<file path="config.mk">
export PLATFORM = sky130hd
export DESIGN_NAME = cmd_queue_flat
export DESIGN_NICKNAME = d
export VERILOG_FILES = /design/src/rtl/cmd_queue_pkg.sv /design/src/rtl/cmd_queue_if.sv /design/src/rtl/cmd_queue_legal_chk.sv /design/src/rtl/cmd_queue.sv /design/src/flat_wrapper.sv
export SDC_FILE = /design/constraint.sdc
export NUM_CORES = 1
export LEC_CHECK = 0
export BUFFER_PORTS_ARGS = -buffer_cell sky130_fd_sc_hd__buf_2
export CORE_MARGIN = 3
export CORE_UTILIZATION = 25
export CTS_CLUSTER_SIZE = 24
export DETAILED_ROUTE_END_ITERATION = 8
export GPL_TIMING_DRIVEN = 1
export PLACE_DENSITY_LB_ADDON = 0.08
export SLEW_MARGIN = 10
export SYNTH_ARGS = -nofsm -noshare
export SYNTH_HDL_FRONTEND = slang
export SYNTH_HIERARCHICAL = 1
export SYNTH_SLANG_ARGS = --single-unit
</file>
<file path="constraint.sdc">
create_clock -name clk -period 6.45 [get_ports clk]
set_input_delay 0.645 -clock clk [delete_from_list [all_inputs] [get_ports clk]]
set_output_delay 0.645 -clock clk [all_outputs]
set_load 0.05 [all_outputs]
</file>
<file path="src/rtl/cmd_queue_pkg.sv">
// Shared game definitions: command word codes and decoded op encodings.
package cmd_queue_pkg;

  localparam logic [15:0] CMD_RIGHT    = 16'h0001;
  localparam logic [15:0] CMD_LEFT     = 16'h0002;
  localparam logic [15:0] CMD_UP       = 16'h0003;
  localparam logic [15:0] CMD_DOWN     = 16'h0004;
  localparam logic [15:0] CMD_ATTACK   = 16'h0005;
  localparam logic [15:0] CMD_RUN      = 16'h0006;
  localparam logic [15:0] CMD_NOSHROUD = 16'h0010;

  // OP_NONE is the decoder's idle value and never reaches the queue output.
  typedef enum logic [2:0] {
    OP_RIGHT    = 3'd0,
    OP_LEFT     = 3'd1,
    OP_UP       = 3'd2,
    OP_DOWN     = 3'd3,
    OP_ATTACK   = 3'd4,
    OP_RUN      = 3'd5,
    OP_NOSHROUD = 3'd6,
    OP_NONE     = 3'd7
  } op_e;

endpackage

</file>
<file path="src/rtl/cmd_queue_if.sv">
// Command stream bundle: producer-side and engine-side valid/ready handshakes.
interface cmd_queue_if import cmd_queue_pkg::*; #(
  parameter int unsigned CMD_W = 16
);
  logic             in_valid;
  logic             in_ready;
  logic [CMD_W-1:0] in_cmd;
  logic             out_valid;
  logic             out_ready;
  logic [CMD_W-1:0] out_cmd;
  op_e              out_op;

  // master: the environment (producer + engine); slave: the queue.
  modport master (
    output in_valid, in_cmd, out_ready,
    input  in_ready, out_valid, out_cmd, out_op
  );
  modport slave (
    input  in_valid, in_cmd, out_ready,
    output in_ready, out_valid, out_cmd, out_op
  );
endinterface

</file>
<file path="src/rtl/cmd_queue_legal_chk.sv">
// Combinational legality check and op decode for one command word.
module cmd_legal_chk import cmd_queue_pkg::*; #(
  parameter int unsigned CMD_W = 16
) (
  input  logic [CMD_W-1:0] cmd,
  input  logic             on_enemy,
  input  logic             hacks_en,
  output logic             legal,
  output op_e              op
);

  // Decode the word and qualify it with the current mode.
  always_comb begin
    legal = 1'b0;
    op    = OP_NONE;
    case (cmd)
      CMD_W'(CMD_RIGHT):    begin op = OP_RIGHT;    legal = ~on_enemy; end
      CMD_W'(CMD_LEFT):     begin op = OP_LEFT;     legal = ~on_enemy; end
      CMD_W'(CMD_UP):       begin op = OP_UP;       legal = ~on_enemy; end
      CMD_W'(CMD_DOWN):     begin op = OP_DOWN;     legal = ~on_enemy; end
      CMD_W'(CMD_ATTACK):   begin op = OP_ATTACK;   legal = on_enemy;  end
      CMD_W'(CMD_RUN):      begin op = OP_RUN;      legal = on_enemy;  end
      CMD_W'(CMD_NOSHROUD): begin op = OP_NOSHROUD; legal = hacks_en;  end
      default: ;
    endcase
  end

endmodule

</file>
<file path="src/rtl/cmd_queue.sv">
// Command queue: FIFO of legal player commands with drop statistics.
module cmd_queue import cmd_queue_pkg::*; #(
  parameter int unsigned DEPTH = 8,
  parameter int unsigned CMD_W = 16,
  parameter int unsigned CNT_W = 8
) (
  input  logic                       clk,
  input  logic                       rst_n,
  cmd_queue_if.slave                 bus,
  input  logic                       on_enemy,
  input  logic                       hacks_en,
  output logic                       rej_pulse,
  output logic [CNT_W-1:0]           acc_count,
  output logic [CNT_W-1:0]           rej_count,
  output logic [$clog2(DEPTH+1)-1:0] level
);

  localparam int unsigned PTR_W = $clog2(DEPTH);
  localparam int unsigned LVL_W = $clog2(DEPTH+1);

  typedef struct packed {
    op_e              op;
    logic [CMD_W-1:0] cmd;
  } entry_t;

  entry_t           mem [DEPTH];
  logic [PTR_W-1:0] wr_ptr;
  logic [PTR_W-1:0] rd_ptr;
  logic             full;
  logic             xfer;
  logic             legal;
  logic             wr_en;
  logic             drop;
  logic             deq;
  op_e              chk_op;

  cmd_legal_chk #(.CMD_W(CMD_W)) u_chk (
    .cmd      (bus.in_cmd),
    .on_enemy (on_enemy),
    .hacks_en (hacks_en),
    .legal    (legal),
    .op       (chk_op)
  );

  // A full queue still accepts when the head leaves in the same cycle.
  assign full          = (level == LVL_W'(DEPTH));
  assign bus.in_ready  = rst_n & (~full | bus.out_ready);
  assign bus.out_valid = (level != '0);
  assign bus.out_cmd   = mem[rd_ptr].cmd;
  assign bus.out_op    = mem[rd_ptr].op;

  assign xfer  = bus.in_valid & bus.in_ready;
  assign wr_en = xfer & legal;
  assign drop  = xfer & ~legal;
  assign deq   = bus.out_valid & bus.out_ready;

  // Entry storage; contents need no reset since level gates visibility.
  always_ff @(posedge clk) begin
    if (wr_en) mem[wr_ptr] <= '{op: chk_op, cmd: bus.in_cmd};
  end

  // Pointers, occupancy, drop pulse and saturating statistics.
  always_ff @(posedge clk) begin
    if (!rst_n) begin
      wr_ptr    <= '0;
      rd_ptr    <= '0;
      level     <= '0;
      rej_pulse <= 1'b0;
      acc_count <= '0;
      rej_count <= '0;
    end else begin
      rej_pulse <= drop;
      if (wr_en) wr_ptr <= wr_ptr + 1'b1;
      if (deq)   rd_ptr <= rd_ptr + 1'b1;
      level <= level + LVL_W'(wr_en) - LVL_W'(deq);
      if (wr_en && acc_count != '1) acc_count <= acc_count + 1'b1;
      if (drop  && rej_count != '1) rej_count <= rej_count + 1'b1;
    end
  end

endmodule

</file>
<file path="src/flat_wrapper.sv">
// flat-port wrapper written by rule: the top's interface ports become plain ports
module cmd_queue_flat import cmd_queue_pkg::*;
#(
  parameter int unsigned DEPTH = 8,
  parameter int unsigned CMD_W = 16,
  parameter int unsigned CNT_W = 8
)
  (clk, rst_n, on_enemy, hacks_en, rej_pulse, acc_count, rej_count, level, bus_in_valid, bus_in_cmd, bus_out_ready, bus_in_ready, bus_out_valid, bus_out_cmd, bus_out_op);
  cmd_queue_if #(.CMD_W(CMD_W)) bus_i ();
  input  logic clk;
  input  logic rst_n;
  input  logic on_enemy;
  input  logic hacks_en;
  output logic rej_pulse;
  output logic [CNT_W-1:0] acc_count;
  output logic [CNT_W-1:0] rej_count;
  output logic [$clog2(DEPTH+1)-1:0] level;
  input wire logic [$bits(bus_i.in_valid)-1:0] bus_in_valid;
  input wire logic [$bits(bus_i.in_cmd)-1:0] bus_in_cmd;
  input wire logic [$bits(bus_i.out_ready)-1:0] bus_out_ready;
  output wire logic [$bits(bus_i.in_ready)-1:0] bus_in_ready;
  output wire logic [$bits(bus_i.out_valid)-1:0] bus_out_valid;
  output wire logic [$bits(bus_i.out_cmd)-1:0] bus_out_cmd;
  output wire logic [$bits(bus_i.out_op)-1:0] bus_out_op;
  assign bus_i.in_valid = bus_in_valid;
  assign bus_i.in_cmd = bus_in_cmd;
  assign bus_i.out_ready = bus_out_ready;
  assign bus_in_ready = bus_i.in_ready;
  assign bus_out_valid = bus_i.out_valid;
  assign bus_out_cmd = bus_i.out_cmd;
  assign bus_out_op = bus_i.out_op;
  cmd_queue #(.DEPTH(DEPTH), .CMD_W(CMD_W), .CNT_W(CNT_W)) u_core (.clk(clk), .rst_n(rst_n), .bus(bus_i), .on_enemy(on_enemy), .hacks_en(hacks_en), .rej_pulse(rej_pulse), .acc_count(acc_count), .rej_count(rej_count), .level(level));
endmodule
</file>
---- After elaboration in Yosys (flattened, before gate mapping) ----
Memories as Yosys holds them, arrays and structs flattened. A register that Yosys moved wholly into a read port is not among the register bits.
Index checks and enable logic that the tools add are counted.
storage, ports and cells
  register bits ........................... 27
  memory bits (writable) .................. 152
  logic and storage cells ................. 43
  memories kept ........................... 1
memory list
  name        depth  width  read ports  clocked after Yosys merged registers in  wr ports  line             RTL
  u_core.mem  8      19     1           1                                        1         cmd_queue.sv:26  entry_t mem [DEPTH];
operators by class
  $add $sub $neg .......................... 6
  equal/unequal tests ..................... 10
  multiplexer cells ....................... 6
  bitwise operators ....................... 9
  reduce and logical (&&, ||, !) cells .... 5
operators by type and width
  cell                 count
  $eq 16x3->1 const B  3
  $eq 16x2->1 const B  2
  $pmux 3 s7           1
  $add 8x1->8 const B  2
  $eq 16x1->1 const B  1
  $eq 16x5->1 const B  1
  $ne 8x8->1 const B   2
  $add 3x1->3 const B  2
  $mux 3               2
  $and 1x1->1          5
  $add 4x1->4          1
  $eq 4x4->1 const B   1
  $reduce_bool 4->1    1
  $reduce_or 4->1      1
  $sub 4x1->4          1
  $not 1->1            3
  $pmux 1 s3           1
  $logic_and 1x1->1    2
  $mux 1               2
  $reduce_or 2->1      1
  $or 1x1->1           1

---- Longest topological paths before layout ----
Gate-level depths: netlist (run 1).
  depth in word-level cells ............... 8
  mapped depth ............................ 16
  gate-level depth less buffers ........... 13

---- By module ----
Netlist (run 1), hierarchy kept.
by module, submodules not included
  module         times used  cells an instance  area an instance (µm²)  sequential area each (µm²)
  cmd_queue      1           385                7224.4                  5165.0
  cmd_legal_chk  1           21                 153.9                   0.0

---- Least setup slack after synthesis (run 1) ----
No wires, ideal clock.
  path kind ............................... input -> register
  start point ............................. input port bus_in_cmd[1]
  end point ............................... memory u_core/mem[0][0] (netlist name) (enable)
  setup time .............................. 0.444 ns
  data arrival time ....................... 3.892 ns
  data required time ...................... 6.006 ns
  path slack .............................. 2.114 ns
  cell stages on the path ................. 10
  buffers on the path ..................... 3
  cells stage by stage .................... clkbuf_1 xnor2_1 a31oi_1 a221oi_1 nand3_2 nor2_4 inv_2 buf_6 buf_12 nor4_1
on the way
  cells in the longest elaborated chain, start to end .. 6
  elaborated cells between the ends (all ways) .. 13
ends and longest elaborated chain
  element                                                              line                       RTL
  start, declared                                                      flat_wrapper.sv:19         input wire logic [$bits(bus_i.in_cmd)-1:0] bus_in_cmd;
  $eq 16x3->1 (tied with other cells)                                  cmd_queue_legal_chk.sv:16  case (cmd)
  $reduce_or 4->1 (no source line) or $reduce_or 2->1 (tied branches)  n/a
  $pmux 1 s3 (*)                                                       cmd_queue_legal_chk.sv:16
  via u_core.legal                                                     cmd_queue.sv:31            logic legal;
  $and 1x1->1 (*)                                                      cmd_queue.sv:53            assign wr_en = xfer & legal;
  $mux 1 (*)                                                           cmd_queue.sv:59            if (wr_en) mem[wr_ptr] <= '{op: chk_op, cmd: bus.in_cmd};
  $mux 1 (implied by the code) (*)                                     cmd_queue.sv:59
  end, declared                                                        cmd_queue.sv:26
The timed path passes the listed nets; every way through them passes the cells marked *.

==> flow_summary.ini, run 1 <==
[cells_and_area]
fin_cells = 877
fin_area_um2 = 8760
insertedDiodeCount = 0
syn2layout_area_growth_pct = 18.8
fill_cells = 2877
nets = 513
final_cell_mix = 152 x edfxtp_1, 63 x buf_2, 38 x mux4_2, 28 x dfxtp_1, 19 x mux2_2
multi_input_area_um2 = 2090
layout_commonest_cell = edfxtp_1
regArea_um2 = 5170
drive_gt1_share_pct = 37.7

[critical_path]
path_buf_inv = 2
worstPathArrival_ps = 2910
critical_path_class = flip-flop to output port
cpPeakStageDelay_ps = 810
path_delay_family = multiplexers
cp.required_ps = 5800
crit_chain = buf_4 -> mux4_2 -> mux2_2 -> buf_2
cp_slowest_cell = dfxtp_2
crit_path_max_fanout = 20
start_kind = flip-flop
critPathCaptureType = output port

[grt]
use_met1_pct = 14.5
grt_antenna_before_repair = 1
grt_util_met2_pct = 18.5
grt.total_usage_pct = 11.2
grt_remaining_overflow = 0
busiest_layer = met2
grt_pass1_wl_um = 25600
grt_pass1_vias = 4183
grt_max_degree = 39
use_met3_pct = 2.74

[die]
io-pin-count = 64
start_util_pct = 25.6
die_w_um = 178
core_area_um2 = 28900
rows = 62
die_h_um = 178
die_area_um2 = 31600

[sta]
rsz0062_at_grt = no
slew-limit-headroom_pct = 43.3
min_period_over_period_pct = 55.1
finalClockSkew_ps = 15.5
tightest_slew_ps = 848
fin_tns_setup_ps = 0
clock.fmax_ghz = 0.281
hold_ws_ps = 507
setup_ws_ps = 2900
hold_viol_final = 0
maxSlewViolCount = 0
fin_crit_ps = 3550
finalSetupViolCount = 0

[run]
maxCapViolCount = 0

[detailed_routing]
drt_first_pass_iters = 4
routed-via-count = 3867
routedWlPerCell_um = 19.2
antenna_left = 0
drtIter0Drc = 242
via_per_inst = 4.41
drc_errors = 0
wirelength_um = 16900

[place]
dpl.cell_count = 845
gp_congestion = 0.743
dpl_worst_slack_ps = 2700
placed_cell_area_um2 = 8170
place_hpwl_um = 9800
port_buffers = 63

[clock_network]
post_cts_buffers = 0
cts.sink_count = 182
cts_hold_buf = 0
cts_tree = built
cts.clk_slew.worst_paths_ps = 80
cts_made_buffers = 17
h-tree-depth = 4
cts_buffer_depth = 2
cts_resized = 0
cts-root-buf = clkbuf_16
clock_latency_ps = 430

[synthesis]
synthCells = 406
avgSynthCellArea_um2 = 18.2
ys_ff_latch = 182
synth_flop_cell = edfxtp_1
seq_area_frac_synth_pct = 70.0
ys_types = 55
synth_edf_count = 152
synth_fp_nets = 439
yosysWarnings = 6
postSynth.asyncResetShare_pct = 0
netlist_area_um2 = 7380

[pwr]
p_per_area_nw_per_um2 = 348
p_leak_nw = 2.89
vdd_drop_max_mv = 0.215

[worst_hold_path]
worst_hold_path_type = flip-flop to flip-flop

[outcome]
status = finished, final reports clean
-- cell families after synthesis --
group	count (synthesis)	synth area share, %
adder cells (fa/ha/maj)	11	1.97
flip-flops	182	70.0
multiplexers	60	14.9
AND/OR/NAND/NOR	81	6.65
AO/OA/AOI/OAI	34	3.26
XOR/XNOR	8	0.950
buffers and inverters	30	2.27
-- state kept, by name (all words and copies together), names as in the netlist, named ones only --
| signal | cells |
|---|---|
| u_core/rd_ptr | 3 |
| u_core/acc_count | 8 |
| u_core/wr_ptr | 3 |
| u_core/mem | 152 |
| u_core/rej_count | 8 |
| u_core/rej_pulse | 1 |
| u_core/level | 4 |
-- through the flow --
stage	utilization, %	power [mW]
6_report	30.4	3.05
5_1_grt	30.4	3.20
4_1_cts	30.4	3.11
3_5_place_dp	28.3	2.06
3_3_place_gp	28.3	2.06
2_1_floorplan	-	1.91
-- routing by layer --
layer	wire length [um]	vias up	share of wire, %
li1	-	1782	-
met1	7770	2005	46
met2	8340	62	49
met3	544	16	3.2
met4	202	2	1.2
met5	13	-	0.077
-- worst min-delay path, stage by stage, from the launching register on --
cell and delay, ps:
dfxtp_1 320, nand2_1 60, a21oi_1 80
-- path summary, 6_finish.rpt --
| check | from | to | slack, ps | cells after the start |
|---|---|---|---|---|
| min | u_core/rd_ptr[1] | flip-flop | 510 | 2 |
| min reg2reg | u_core/rd_ptr[1] | flip-flop | 510 | 2 |
| max | flip-flop | bus_out_cmd[4] | 2900 | 4 |
| max reg2reg | u_core/level[2] | u_core/level[3] | 3730 | 12 |
-- power by group --
part / internal (mW) / switching (mW)
Sequential: 1.29 / 0.0522
Clock: 0.549 / 0.491
Combinational: 0.266 / 0.402
-- cell usage after synthesis (6+ instances only) --
cell type,number,area share [%]
a21oi_1,9,0.61
clkbuf_1,6,0.31
dfxtp_1,30,8.1
edfxtp_1,152,62
ha_1,10,1.7
inv_1,11,0.56
mux2_2,19,2.9
mux4_2,38,12
nand2_1,14,0.71
nand3_1,12,0.81
nor2_1,14,0.71
nor3_1,6,0.41
xnor2_1,6,0.71
-- area by class of cell --
cell class / instances / share of cell area, %
well taps: 384 / 5.48
clock buffers: 17 / 4.85
flip-flops and latches: 182 / 59.0
inverters: 13 / 0.557
clock inverters: 15 / 1.88
multi-input cells: 194 / 23.9
repair buffers: 72 / 4.37
Power figures use the tool's default switching activity.
==> inputs of run 2 (changes only) <==
Clock period 6.45 ns to 2.9 ns, I/O delays scaled along.
==> run 2 against run 1 <==
  * Critical path depth up 11
  * Flip-flop and latch count stayed put
  * Cell area increased by 4.0%
  * Power grew 120%
  * Critical path type is now input port to flip-flop
  * Largest cell class unchanged
  * Largest power group unchanged
==> flow_summary.ini, run 2 (synthesis results as in run 1) <==
[grt]
grt_pass1_wl_um = 26000
grt.total_usage_pct = 11.2
grt_remaining_overflow = 0
grt_max_degree = 39
grt_pass1_vias = 4176
grt_antenna_before_repair = 1

[pwr]
clockPowerShare_pct = 33.4
vdd_drop_max_mv = 0.548
netSwitchingFraction_pct = 29.6
p_per_area_nw_per_um2 = 747
p_leak_nw = 3.06
power_frac_comb_pct = 23.6
p_int_mw = 4.79
p_sw_mw = 2.02
power_mw = 6.81
seq_power_share_pct = 42.9

[critical_path]
crit_start = bus_in_cmd[9]
worstPathArrival_ps = 2920
crit_path_max_fanout = 9
cp.required_ps = 3210
r2r-start = u_core/level[2]
start_kind = input port
endpoint = u_core/level[2]
ff2ff_path_depth = 11
critPathCaptureType = flip-flop
worst-r2r-setup-slack_ps = 400
r2r_end = u_core/level[2]
critical_path_class = input port to flip-flop

[clock_network]
cts_buffer_depth = 2
cts_tree = built
cts_hold_buf = 0
cts.clk_slew.worst_paths_ps = 70
h-tree-depth = 4
post_cts_buffers = 0
cts-root-buf = clkbuf_16
cts.sink_count = 182
cts_resized = 0
clock_latency_ps = 420
cts_made_buffers = 17

[detailed_routing]
via_per_inst = 4.41
drc_errors = 0
drt_first_pass_iters = 4
drtIter0Drc = 240
routedWlPerCell_um = 18.7
antenna_left = 0
wirelength_um = 16900
routed-via-count = 4001

[cells_and_area]
largest_register = u_core/mem
final_cell_mix = 152 x edfxtp_1, 63 x buf_2, 38 x mux4_2, 28 x dfxtp_1, 28 x buf_4
fill_cells = 2835
nets = 543
fin_area_um2 = 9110
largest_register_ffs = 152
insertedDiodeCount = 0
fin_cells = 907
top_regs = u_core/mem (152), u_core/acc_count (8), u_core/rej_count (8)
regArea_um2 = 5170
multi_input_area_um2 = 2090
drive_gt1_share_pct = 40.5
layout_commonest_cell = edfxtp_1
syn2layout_area_growth_pct = 23.5

[die]
core_area_um2 = 28900
die_h_um = 178
die_area_um2 = 31600
io-pin-count = 64
start_util_pct = 25.6
rows = 62
die_w_um = 178

[place]
place_hpwl_um = 10200
dpl.cell_count = 875
placed_cell_area_um2 = 8540
port_buffers = 63
gp_congestion = 0.721

[sta]
tightest_slew_ps = 676
hold_viol_final = 0
rsz0062_at_grt = no
min_period_over_period_pct = 90.2
finalClockSkew_ps = 15.1
clock.fmax_ghz = 0.382
maxSlewViolCount = 0
slew-limit-headroom_pct = 54.8
fin_crit_ps = 2620
finalSetupViolCount = 0

[worst_hold_path]
worst_hold_path_type = input port to flip-flop

[run]
maxCapViolCount = 0

[outcome]
status = finished, final reports clean
## run 2: cell types whose count changed in the layout (fill, tap and decap cells not counted), sizes merged
cell	previous run	this run
inv	18	17
bufinv	1	2
clkinvlp	3	2
buf	72	102
clkbuf	17	18
## run 2: critical path, stage by stage
cell,delay (ps)
buf_2,150
nor4_2,370
nand3_1,150
buf_4,170
a221oi_1,260
buf_4,180
nand3_2,100
nor2_4,120
inv_2,40
ha_1,270
inv_1,40
ha_1,190
fa_1,380
xnor2_1,160
nor2_1,50
## run 2: power by group through the flow
stage	logic, mW	registers (mW)	clock network (mW)
finish	1.61	2.92	2.28
global route	1.75	2.93	2.48
CTS	1.66	2.92	2.36
detailed placement	1.65	2.98	0
global placement	1.65	2.98	0
floorplan	1.18	3.07	0
## run 2: routing by layer
| metal | vias up | routed length [um] | track usage (%) |
|---|---|---|---|
| li1 | 1841 | - | - |
| met1 | 2076 | 8020 | 15.1 |
| met2 | 65 | 8200 | 18.0 |
| met3 | 17 | 471 | 2.37 |
| met4 | 2 | 219 | 3.53 |
| met5 | - | 13 | 0 |
## run 2: worst min-delay path by stage
stage                                 from                to  slack, ps  depth (start not counted)
final                        bus_in_cmd[7]  u_core/mem[0][7]        120                          1
after global placement    u_core/rd_ptr[1]         flip-flop        470                          2
after CTS                    bus_in_cmd[7]  u_core/mem[0][7]        100                          1
after detailed placement  u_core/rd_ptr[1]         flip-flop        480                          2
after global routing         bus_in_cmd[7]  u_core/mem[0][7]        100                          1
after floorplan              bus_in_cmd[0]  u_core/mem[0][0]        390                          0
## run 2: through the flow
| stage | worst slack, ps | utilization, % | hold WS [ps] | setup TNS, ps |
|---|---|---|---|---|
| after global routing | 77.6 | 31.6 | 98.9 | 0 |
| final | 284 | 31.6 | 122 | 0 |
| after global placement | -127 | 29.6 | 469 | -301 |
| after floorplan | -574 | - | 389 | -37920 |
| after detailed placement | -187 | 29.6 | 476 | -1120 |
| after CTS | 245 | 31.6 | 97.3 | 0 |
## run 2: layout make-up
cell class / count / share of cell area (%)
Sequential cell: 182 / 56.7
Multi-Input combinational cell: 194 / 23.0
Timing Repair Buffer: 102 / 8.18
Tap cell: 384 / 5.27
Clock buffer: 18 / 4.71
Clock inverter: 14 / 1.59
Inverter: 13 / 0.536
==> inputs of run 3 (changes only) <==
Settings changed: PLACE_DENSITY set to 0.46, PLACE_DENSITY_LB_ADDON 0.08 to not set, SETUP_SLACK_MARGIN set to 0.5.
==> run 3 against run 2 <==
  * Sequential share of layout area fell by 1.1 points
  * Non-clock buffer count decreased by 8
  * Clock skew is 2.1 ps lower
  * Flip-flop and latch count unchanged
  * Fmax increased by 9.4%
  * Power grew 5.7%
  * Combinational power is 12% higher
  * Final cell count fell by 0.88%
  * Sequential power is 1% higher
  * Via count up 0.60%
  * Routed wire length down 1.9%
  * Die area is the same
  * Largest power group unchanged
==> flow_summary.ini, run 3 (synthesis results as in run 1) <==
[detailed_routing]
routedWlPerCell_um = 18.5
met3_length_um = 743
drt_first_pass_iters = 4
dr_wl_met2_um = 8240
drt-met1-wl_um = 7470
top_layer = met5
drc_errors = 0
antenna_left = 0
via_per_inst = 4.48
wirelength_um = 16600
drtIter0Drc = 304
routed-via-count = 4025

[clock_network]
cts_tree = built
cts.clk_slew.worst_paths_ps = 80
cts_buffer_depth = 2
cts.sink_count = 182
clock_latency_ps = 430
cts_made_buffers = 17
cts-root-buf = clkbuf_16
h-tree-depth = 4
cts_hold_buf = 0

[sta]
maxSlewViolCount = 0
finalSetupViolCount = 0
slew-limit-headroom_pct = 51.3
finalClockSkew_ps = 13.0
rsz0062_at_grt = yes
hold_viol_final = 0
fin_crit_ps = 2390
setup_ws_ps = 508
tightest_slew_ps = 728
clock.fmax_ghz = 0.418
min_period_over_period_pct = 82.5
fin_tns_setup_ps = 0

[place]
place_hpwl_um = 9500
dpl.cell_count = 863
port_buffers = 63
dpl_worst_slack_ps = -18.9
placed_cell_area_um2 = 8480
gp_congestion = 0.763

[cells_and_area]
largest_register_ffs = 152
layout_commonest_cell = edfxtp_1
largest_register = u_core/mem
drive_gt1_share_pct = 42.3
top_regs = u_core/mem (152), u_core/acc_count (8), u_core/rej_count (8)
post-route-util_pct = 32.2
syn2layout_area_growth_pct = 26.0
insertedDiodeCount = 0
final_cell_mix = 152 x edfxtp_1, 53 x buf_2, 38 x mux4_2, 28 x dfxtp_1, 25 x buf_4
nets = 535
fin_area_um2 = 9300
fin_cells = 899

[critical_path]
start_kind = flip-flop
crit_chain = clkbuf_16 -> mux4_2 -> mux2_2 -> buf_2
critical_path_class = flip-flop to output port
critPathCaptureType = output port
cp.required_ps = 2610
cpPeakStageDelay_ps = 510
crit_path_max_fanout = 9
worstPathArrival_ps = 2100
cp_slowest_cell = mux4_2

[pwr]
p_per_area_nw_per_um2 = 774
p_leak_nw = 3.09
vdd_drop_max_mv = 0.880

[grt]
grt_remaining_overflow = 0
grt_max_degree = 39
grt_antenna_before_repair = 1
grt.total_usage_pct = 10.9
grt_pass1_wl_um = 25600
grt_pass1_vias = 4281

[die]
die_h_um = 178
die_area_um2 = 31600
io-pin-count = 64
start_util_pct = 25.6
rows = 62
core_area_um2 = 28900
die_w_um = 178

[run]
maxCapViolCount = 0

[worst_hold_path]
worst_hold_path_type = input port to flip-flop

[outcome]
status = finished, final reports clean
==> run 3: changes by cell type in the layout (fill, tap and decap cells not counted), sizes merged <==
cell,before,now
inv,17,21
buf,102,92
clkinv,6,3
clkbuf,18,19
==> run 3: layout make-up <==
cell class | count | area (um^2)
clock buffers | 17 | 425
fillers | 2849 | 19600
repair buffers | 94 | 762
flip-flops and latches | 182 | 5170
well taps | 384 | 480
inverters | 13 | 48.8
clock inverters | 15 | 199
multi-input cells | 194 | 2210
==> run 3: final timing paths <==
check	start	to	slack, ps	cells past startpoint
hold reg to reg	u_core/rd_ptr[1]	flip-flop	490	2
setup / recovery	flip-flop	bus_out_cmd[9]	510	4
setup reg to reg	u_core/level[2]	u_core/level[1]	640	10
hold / removal	bus_in_cmd[7]	u_core/mem[5][7]	80	1
==> run 3: critical path, delay by kind of cell (launching register included) <==
family / cells / cell delay [ps]
buf+inv: 2 / 430
flops: 1 / 460
mux: 2 / 780
==> run 3: repair_timing <==
action                                 CTS  global route
pin swaps                                1             5
resized for setup                       16            11
setup endpoints to repair               28            76
endpoints found under the hold margin    0             0
gates cloned                             2             1
setup buffers                            0             1
==> run 3: where the power goes <==
| group | switching (mW) | internal [mW] |
|---|---|---|
| sequential | 0.0792 | 2.88 |
| combinational | 1.01 | 0.804 |
| clock | 1.10 | 1.33 |
| total | 2.19 | 5.01 |
==> run 3: per-layer routing <==
layer,vias up,track usage (%)
li1,1837,-
met5,-,0
met1,2075,14.2
met3,15,2.72
met2,96,18.3
met4,2,2.85
==> run 3: through the flow <==
step | hold WS (ps) | power [mW]
finish | 79.2 | 7.20
global route | 68.1 | 7.54
CTS | 152 | 7.23
detailed placement | 480 | 4.64
global placement | 468 | 4.62
floorplan | 389 | 4.28
